===== config.mk =====
export PLATFORM = sky130hd
export DESIGN_NAME = inst_trace_buffer
export DESIGN_NICKNAME = d
export VERILOG_FILES = /design/src/rtl/trace_pkg.sv /design/src/rtl/trace_fifo_mem.sv /design/src/rtl/inst_trace_buffer.sv
export SDC_FILE = /design/constraint.sdc
export NUM_CORES = 1
export LEC_CHECK = 0
export BUFFER_PORTS_ARGS = -buffer_cell sky130_fd_sc_hd__buf_2
export CAP_MARGIN = 0
export CORE_MARGIN = 5
export CORE_UTILIZATION = 55
export CTS_CLUSTER_SIZE = 12
export DETAILED_ROUTE_END_ITERATION = 12
export PLACE_DENSITY = 0.73
export SYNTH_ARGS = -nofsm -noshare
export SYNTH_HDL_FRONTEND = slang
export SYNTH_SLANG_ARGS = --single-unit

===== constraint.sdc =====
create_clock -name clk_in -period 18.5 [get_ports clk_in]
set_input_delay 0.925 -clock clk_in [delete_from_list [all_inputs] [get_ports clk_in]]
set_output_delay 0.925 -clock clk_in [all_outputs]
set_load 0.01 [all_outputs]

===== src/rtl/trace_pkg.sv =====
// Shared types and default sizing for the instruction trace buffer.
package trace_pkg;

   localparam int DEF_DEPTH       = 16;
   localparam int DEF_SEQ_W       = 16;
   localparam int DEF_DROP_W      = 8;
   localparam int DEF_HALT_CYCLES = 8;

   typedef struct packed {
      logic [31:0]          pc;
      logic [31:0]          inst;
      logic [DEF_SEQ_W-1:0] seq;
   } trace_entry_t;

endpackage


===== src/rtl/trace_fifo_mem.sv =====
// DEPTH x WIDTH register array: synchronous write port, asynchronous read port.
module trace_fifo_mem
   import trace_pkg::*;
#(
   parameter int DEPTH = DEF_DEPTH,
   parameter int PTR_W = $clog2(DEPTH),
   parameter int WIDTH = $bits(trace_entry_t)
) (
   input  logic             clk_in,
   input  logic             wr_en,
   input  logic [PTR_W-1:0] wr_addr,
   input  logic [WIDTH-1:0] wr_data,
   input  logic [PTR_W-1:0] rd_addr,
   output logic [WIDTH-1:0] rd_data
);

   logic [WIDTH-1:0] mem_q [DEPTH];

   always_ff @(posedge clk_in) begin
      if (wr_en) mem_q[wr_addr] <= wr_data;
   end

   assign rd_data = mem_q[rd_addr];

endmodule


===== src/rtl/inst_trace_buffer.sv =====
// Retired pc/inst capture FIFO with sequence tags, drop counting and show-ahead drain.
// Optional halt detection (repeated identical pc) is built when TRACE_HALT_DETECT_EN is defined.
module inst_trace_buffer
   import trace_pkg::*;
#(
   parameter int DEPTH       = DEF_DEPTH,
   parameter int PTR_W       = $clog2(DEPTH),
   parameter int SEQ_W       = DEF_SEQ_W,
   parameter int DROP_W      = DEF_DROP_W
`ifdef TRACE_HALT_DETECT_EN
   ,
   parameter int HALT_CYCLES = DEF_HALT_CYCLES
`endif
) (
   input  logic              clk_in,
   input  logic              reset,
   input  logic              trace_en,
   input  logic              clear,
   input  logic [31:0]       pc,
   input  logic [31:0]       inst,
   output logic              out_valid,
   input  logic              out_ready,
   output logic [31:0]       out_pc,
   output logic [31:0]       out_inst,
   output logic [SEQ_W-1:0]  out_seq,
   output logic [PTR_W:0]    count,
   output logic              full,
   output logic              overflow,
   output logic [DROP_W-1:0] drop_cnt,
   output logic              halted
);

   localparam int ENTRY_W = 64 + SEQ_W;

   logic [PTR_W-1:0]  wr_ptr_q, wr_ptr_d, rd_ptr_q, rd_ptr_d;
   logic [PTR_W:0]    count_q, count_d;
   logic [SEQ_W-1:0]  seq_q, seq_d;
   logic              overflow_q, overflow_d;
   logic [DROP_W-1:0] drop_cnt_q, drop_cnt_d;
   logic              capture, pop, push, drop_now, full_int;
   logic [ENTRY_W-1:0] rd_data;

`ifdef TRACE_HALT_DETECT_EN
   localparam int SAME_W = $clog2(HALT_CYCLES + 1);
   // Comparing the pre-increment value means the halting sample is the HALT_CYCLES-th identical one.
   localparam logic [SAME_W-1:0] HALT_TRIG = SAME_W'(HALT_CYCLES - 2);
   localparam logic [SAME_W-1:0] SAME_MAX  = SAME_W'(HALT_CYCLES);

   logic              halted_q, halted_d;
   logic [SAME_W-1:0] same_cnt_q, same_cnt_d;
   logic [31:0]       last_pc_q, last_pc_d;

   assign capture = trace_en && !halted_q;
   assign halted  = halted_q;

   always_comb begin
      halted_d   = halted_q;
      same_cnt_d = same_cnt_q;
      last_pc_d  = last_pc_q;
      if (clear) begin
         halted_d   = 1'b0;
         same_cnt_d = '0;
      end else if (capture) begin
         last_pc_d = pc;
         if (pc == last_pc_q) begin
            if (same_cnt_q != SAME_MAX) same_cnt_d = same_cnt_q + 1'b1;
            if (same_cnt_q == HALT_TRIG) halted_d = 1'b1;
         end else begin
            same_cnt_d = '0;
         end
      end
   end

   always_ff @(posedge clk_in) begin
      if (reset) begin
         halted_q   <= 1'b0;
         same_cnt_q <= '0;
         last_pc_q  <= '0;
      end else begin
         halted_q   <= halted_d;
         same_cnt_q <= same_cnt_d;
         last_pc_q  <= last_pc_d;
      end
   end
`else
   assign capture = trace_en;
   assign halted  = 1'b0;
`endif

   always_comb begin
      full_int   = (count_q == (PTR_W+1)'(DEPTH));
      pop        = (count_q != '0) && out_ready;
      // A full FIFO still accepts a push when the head leaves in the same cycle.
      push       = capture && (!full_int || pop);
      drop_now   = capture && full_int && !pop;
      wr_ptr_d   = wr_ptr_q;
      rd_ptr_d   = rd_ptr_q;
      count_d    = count_q;
      seq_d      = seq_q;
      overflow_d = overflow_q;
      drop_cnt_d = drop_cnt_q;
      if (clear) begin
         wr_ptr_d   = '0;
         rd_ptr_d   = '0;
         count_d    = '0;
         overflow_d = 1'b0;
         drop_cnt_d = '0;
      end else begin
         if (push) wr_ptr_d = wr_ptr_q + 1'b1;
         if (pop)  rd_ptr_d = rd_ptr_q + 1'b1;
         if (push && !pop)      count_d = count_q + 1'b1;
         else if (pop && !push) count_d = count_q - 1'b1;
         if (capture) seq_d = seq_q + 1'b1;
         if (drop_now) begin
            overflow_d = 1'b1;
            if (drop_cnt_q != '1) drop_cnt_d = drop_cnt_q + 1'b1;
         end
      end
   end

   always_ff @(posedge clk_in) begin
      if (reset) begin
         wr_ptr_q   <= '0;
         rd_ptr_q   <= '0;
         count_q    <= '0;
         seq_q      <= '0;
         overflow_q <= 1'b0;
         drop_cnt_q <= '0;
      end else begin
         wr_ptr_q   <= wr_ptr_d;
         rd_ptr_q   <= rd_ptr_d;
         count_q    <= count_d;
         seq_q      <= seq_d;
         overflow_q <= overflow_d;
         drop_cnt_q <= drop_cnt_d;
      end
   end

   trace_fifo_mem #(
      .DEPTH (DEPTH),
      .PTR_W (PTR_W),
      .WIDTH (ENTRY_W)
   ) u_mem (
      .clk_in  (clk_in),
      .wr_en   (push && !clear && !reset),
      .wr_addr (wr_ptr_q),
      .wr_data ({pc, inst, seq_q}),
      .rd_addr (rd_ptr_q),
      .rd_data (rd_data)
   );

   assign out_valid = (count_q != '0);
   assign {out_pc, out_inst, out_seq} = out_valid ? rd_data : '0;
   assign count     = count_q;
   assign full      = full_int;
   assign overflow  = overflow_q;
   assign drop_cnt  = drop_cnt_q;

endmodule

# Yosys cells after proc, flatten, opt, wreduce, memory -nomap -nowiden
# Memories as Yosys holds them, arrays and structs flattened. A register that Yosys moved wholly into a read port is not among the register bits.
# Index checks and enable logic that the tools add are counted.
# Widths: inputs -> output; s select.
totals:
  reg_bits: 38
  latch_bits: 0
  ram_bits: 1280
  romBits: 0
  input_bits: 69
  output_inout_bits: 97
  word_cells: 42
  mem_count: 1
memory_table:
  columns: ["memory", "words", "width", "rd", "rd_ports_with_merged_regs", "write_ports", "line", "source"]
  rows:
  - ["u_mem.mem_q", 16, 80, 1, 1, 1, "trace_fifo_mem.sv:17", "logic [WIDTH-1:0] mem_q [DEPTH];"]
op_classes:
  add_sub_neg: 6
  mul: 0
  div_mod_pow: 0
  n_lt_le_gt_ge: 0
  eq_ne: 2
  n_shift: 0
  n_mux: 7
  bitwise: 1
  n_reduce_logical: 19
ops:
  columns: ["operator", "n"]
  rows:
  - ["$mux 80", 1]
  - ["$add 16x1->16 const B", 1]
  - ["$mux 5", 2]
  - ["$add 4x1->4 const B", 2]
  - ["$add 8x1->8 const B", 1]
  - ["$logic_and 1x1->1", 8]
  - ["$mux 4", 2]
  - ["$ne 8x8->1 const B", 1]
  - ["$add 5x1->5 const B", 1]
  - ["$eq 5x5->1 const B", 1]
  - ["$logic_not 1->1", 5]
  - ["$reduce_bool 5->1", 1]
  - ["$sub 5x1->5 const B", 1]
  - ["$reduce_and 2->1", 2]
  - ["$mux 1", 2]
  - ["$reduce_bool 2->1", 1]
  - ["$reduce_or 2->1", 1]
  - ["$logic_or 1x1->1", 1]
  - ["$not 1->1", 1]

# Longest topological paths before layout
logic_depth:
  depth_word: 8
  depth_mapped: 10
  depth_no_buf: 9

# Modules after synthesis
# Synthesis repeated with hierarchy kept, for this count alone.
unflattened:
  cells_unflattened: 2278
  area_unflattened_um2: 50225.7
by_module_without_submodules:
  columns: ["mod", "instances", "cells_each", "area_each_um2", "seq_area_each_um2"]
  rows:
  - ["trace_fifo_mem", 1, 1974, 47820.9, 38436.9]
  - ["inst_trace_buffer", 1, 304, 2404.8, 760.7]

# Worst setup path after synthesis
# No wires, ideal clock.
synth_timing:
  path_type: "input -> register"
  from: "input reset"
  to: "memory u_mem.mem_q[0][0] (netlist bit) (enable)"
  setup_time_ns: 0.616
  t_arrival_ns: 7.100
  required_time_ns: 17.884
  setup_slack_ns: 10.784
  stages: 4
  path_buffers: 1
  path_cell_list: "clkbuf_1 > nor2_1 > nand3_1 > nor3_1"
synth_via:
  elab_chain_len: 4
synth_lines:
  columns: ["item", "line", "source"]
  rows:
  - ["start, declared", "inst_trace_buffer.sv:16", "input logic reset,"]
  - ["$logic_not 1->1", "inst_trace_buffer.sv:145", ".wr_en (push && !clear && !reset),"]
  - ["$logic_and 1x1->1", "inst_trace_buffer.sv:145", null]
  - ["$mux 1", "trace_fifo_mem.sv:20", "if (wr_en) mem_q[wr_addr] <= wr_data;"]
  - ["$mux 1 (not written as such)", "trace_fifo_mem.sv:20", null]
  - ["end, declared", "trace_fifo_mem.sv:17", null]
# Every way passes these cells.

==> results.ini <==
[worst_setup_path]
crit_arrival_ns=4.57
crit_path_end_kind=primary output
crit_type=reg -> out
cp.required_ns=17.57
crit_path_start_kind=flip-flop
cp_max_fo=60

[clock_network]
cts_resized=0
cts_tree=done
post_cts_buffers=0
cts_made_buffers=136
clkSlewWorstSetupHoldPaths_ns=0.06
cts_max_path_buffers=3
root_buffer=clkbuf_16
hold_buffers=0
clk_latency_ns=0.75
cts.sinks=1322
htree_levels=4

[hold_path]
hp-class=reg -> reg

[run_status]
outcome=complete, no violations

[cells_and_area]
fin_cells=3701
final_cell_area_um2=56700
fill_cells=6021
fin_nets=2521
layout-drive-gt1-share=0.288
area_delta_synth_final_pct=12.5

[logic_synthesis]
post-synth-top-area-cell=edfxtp_1
synth_edf_count=1280
synthTopCellsByCount=1280 x edfxtp_1, 319 x mux4_2, 86 x mux2i_1, 80 x nor2b_1, 79 x a221o_1
avgSynthCellArea_um2=22.8
synth.top_cell.area_share=0.763
async_flop_share=0
synthesis.area_um2=50400
synthMostInstantiatedCell=edfxtp_1
synth.ff_latch_count=1322
yosys_warnings=0
ys.flop_type=edfxtp_1
synth_cell_type_count=54
synthCells=2210
ys_top_cells_by_area=edfxtp_1 76%, mux4_2 14%, mux2i_1 1.7%
syn_nets=2291
yosysSeqAreaShare=0.780

[sta]
rsz0062_at_grt=no
slew_viol_final=0
period_needed_ns=5.49
fin_skew_ns=0.0235
finalSetupViolations=0
period_share=0.297
whs_ns=0.488
slew_headroom=0.175
setup_slack_ns=13.01
fmax_mhz=182
tns_ns=0
worst_pin_slew_ns=1.24
hold_viol=0

[pwr]
ir_worst_vdd_mv=0.0981
p_per_area_nw_per_um2=110
leakagePower_nw=17.4

[drt]
ant_nets=0
vias=23800
route.detailed.drc=0
drtIter0Drc=2749
wl_per_cell_um=29.7
routed_wl_mm=110
drt-pass1-iter-count=5
vias_per_cell=6.42

[flow_run]
drv_cap=0

[floorplan]
start_util=0.552
fp-row-count=111
coreArea_um2=91200
dieArea_um2=97800
die_h_um=313
boundaryPins=166
die_x_um=313

[global_route]
grt_overflow=0
antenna_found_initial=6
grt_pass1_vias=24900
track_usage=0.227
grt_max_degree=136
grt_pass1_wl_mm=164

[placement]
hpwlAfterDp_mm=52.8
postPlaceCellArea_um2=52700
dp_worst_setup_slack_ns=13.63
dp.cells=3488
gp_congestion=0.729
io_buffer_count=164

## worst paths after layout
kind	slack (ns)	cells past startpoint	start	endpoint
worst max-delay path	13.01	7	flip-flop	out_seq[2]
worst max register to register	14.77	6	count[0]	u_mem.mem_q[15][50]
worst min register to register	0.49	2	rd_ptr_q[3]	flip-flop
worst min-delay path	0.49	2	rd_ptr_q[3]	flip-flop
## power by group
group	internal (mW)	total [mW]	switching (mW)
sequential	3.28	3.30	0.0135
clock	1.41	2.49	1.08
combinational	0.198	0.468	0.270
total	4.89	6.26	1.37
## flip-flops by register name, indices dropped and copies added (netlist names), named ones only
signal and flops:
u_mem.mem_q 1280, seq_q 16, drop_cnt 8, count 5, rd_ptr_q 4, wr_ptr_q 4, overflow 1
## placed cells by master, fill, tap and decap left out, types with 3 or more instances in the layout
| master | n |
|---|---|
| buf_2 | 164 |
| a31o_2 | 3 |
| nand2b_1 | 5 |
| clkbuf_16 | 138 |
| buf_4 | 45 |
| dfxtp_1 | 39 |
| nand3_1 | 13 |
| diode_2 | 4 |
| nand3b_1 | 3 |
| clkbuf_8 | 3 |
| nor2_4 | 13 |
| ha_1 | 11 |
| dfxtp_4 | 3 |
| nand4_1 | 7 |
| nor3_1 | 7 |
| edfxtp_1 | 1280 |
| nor4_1 | 6 |
| clkinv_2 | 7 |
| clkbuf_1 | 31 |
| clkinv_8 | 4 |
| clkinv_1 | 16 |
| inv_1 | 9 |
| a21oi_1 | 16 |
| xnor2_1 | 14 |
| mux2i_1 | 86 |
| nor2b_1 | 80 |
| o21ai_0 | 7 |
| xor2_1 | 3 |
| inv_16 | 5 |
| nor2_1 | 34 |
| nand2_1 | 13 |
| a221o_1 | 79 |
| mux4_2 | 319 |
| nor3_2 | 4 |
| or3_1 | 5 |
## final cells by class
type                    count  area [um^2]  share of cell area
well taps                1186         1480              0.0262
multi-input cells         760        10700               0.188
flip-flops and latches   1322        39300               0.693
diodes                      4         10.0            0.000177
inverters                   9         33.8            0.000596
clock buffers             172         3610              0.0637
repair buffers            211         1200              0.0211
clock inverters            37          370             0.00653
## worst max-delay path, stage by stage, from the launching register on
cell and delay [ns]:
dfxtp_4 0.74, buf_4 0.68, buf_4 0.93, mux4_2 0.62, mux2i_1 0.16, nor2b_1 0.06
a221o_1 0.39, buf_2 0.20
## per-layer routing
metal  share of wire  vias to the layer above  GRT usage
met2            0.51                      934      0.377
met1            0.40                    12900      0.322
met4           0.019                        2     0.0570
met5        0.000082                        -          0
li1                -                     9822          -
met3           0.067                      152     0.0372
## through the flow
| stage | total power, mW | util |
|---|---|---|
| global placement | 3.83 | 0.577 |
| CTS | 6.32 | 0.621 |
| finish | 6.26 | 0.621 |
| global route | 6.47 | 0.621 |
| detailed placement | 3.84 | 0.577 |
| floorplan | 3.64 | - |
## logic make-up after synthesis
family	Yosys count	share of synthesized area
xor gates and xnor gates	17	0.00296
other	1	0.0000744
adders and majority gates	12	0.00313
AOI/OAI and AO/OA	120	0.0208
and+or+nand+nor	205	0.0227
muxes	405	0.160
DFF	1322	0.780
buffers and inverters	128	0.0111
Power figures use the tool's default switching activity.
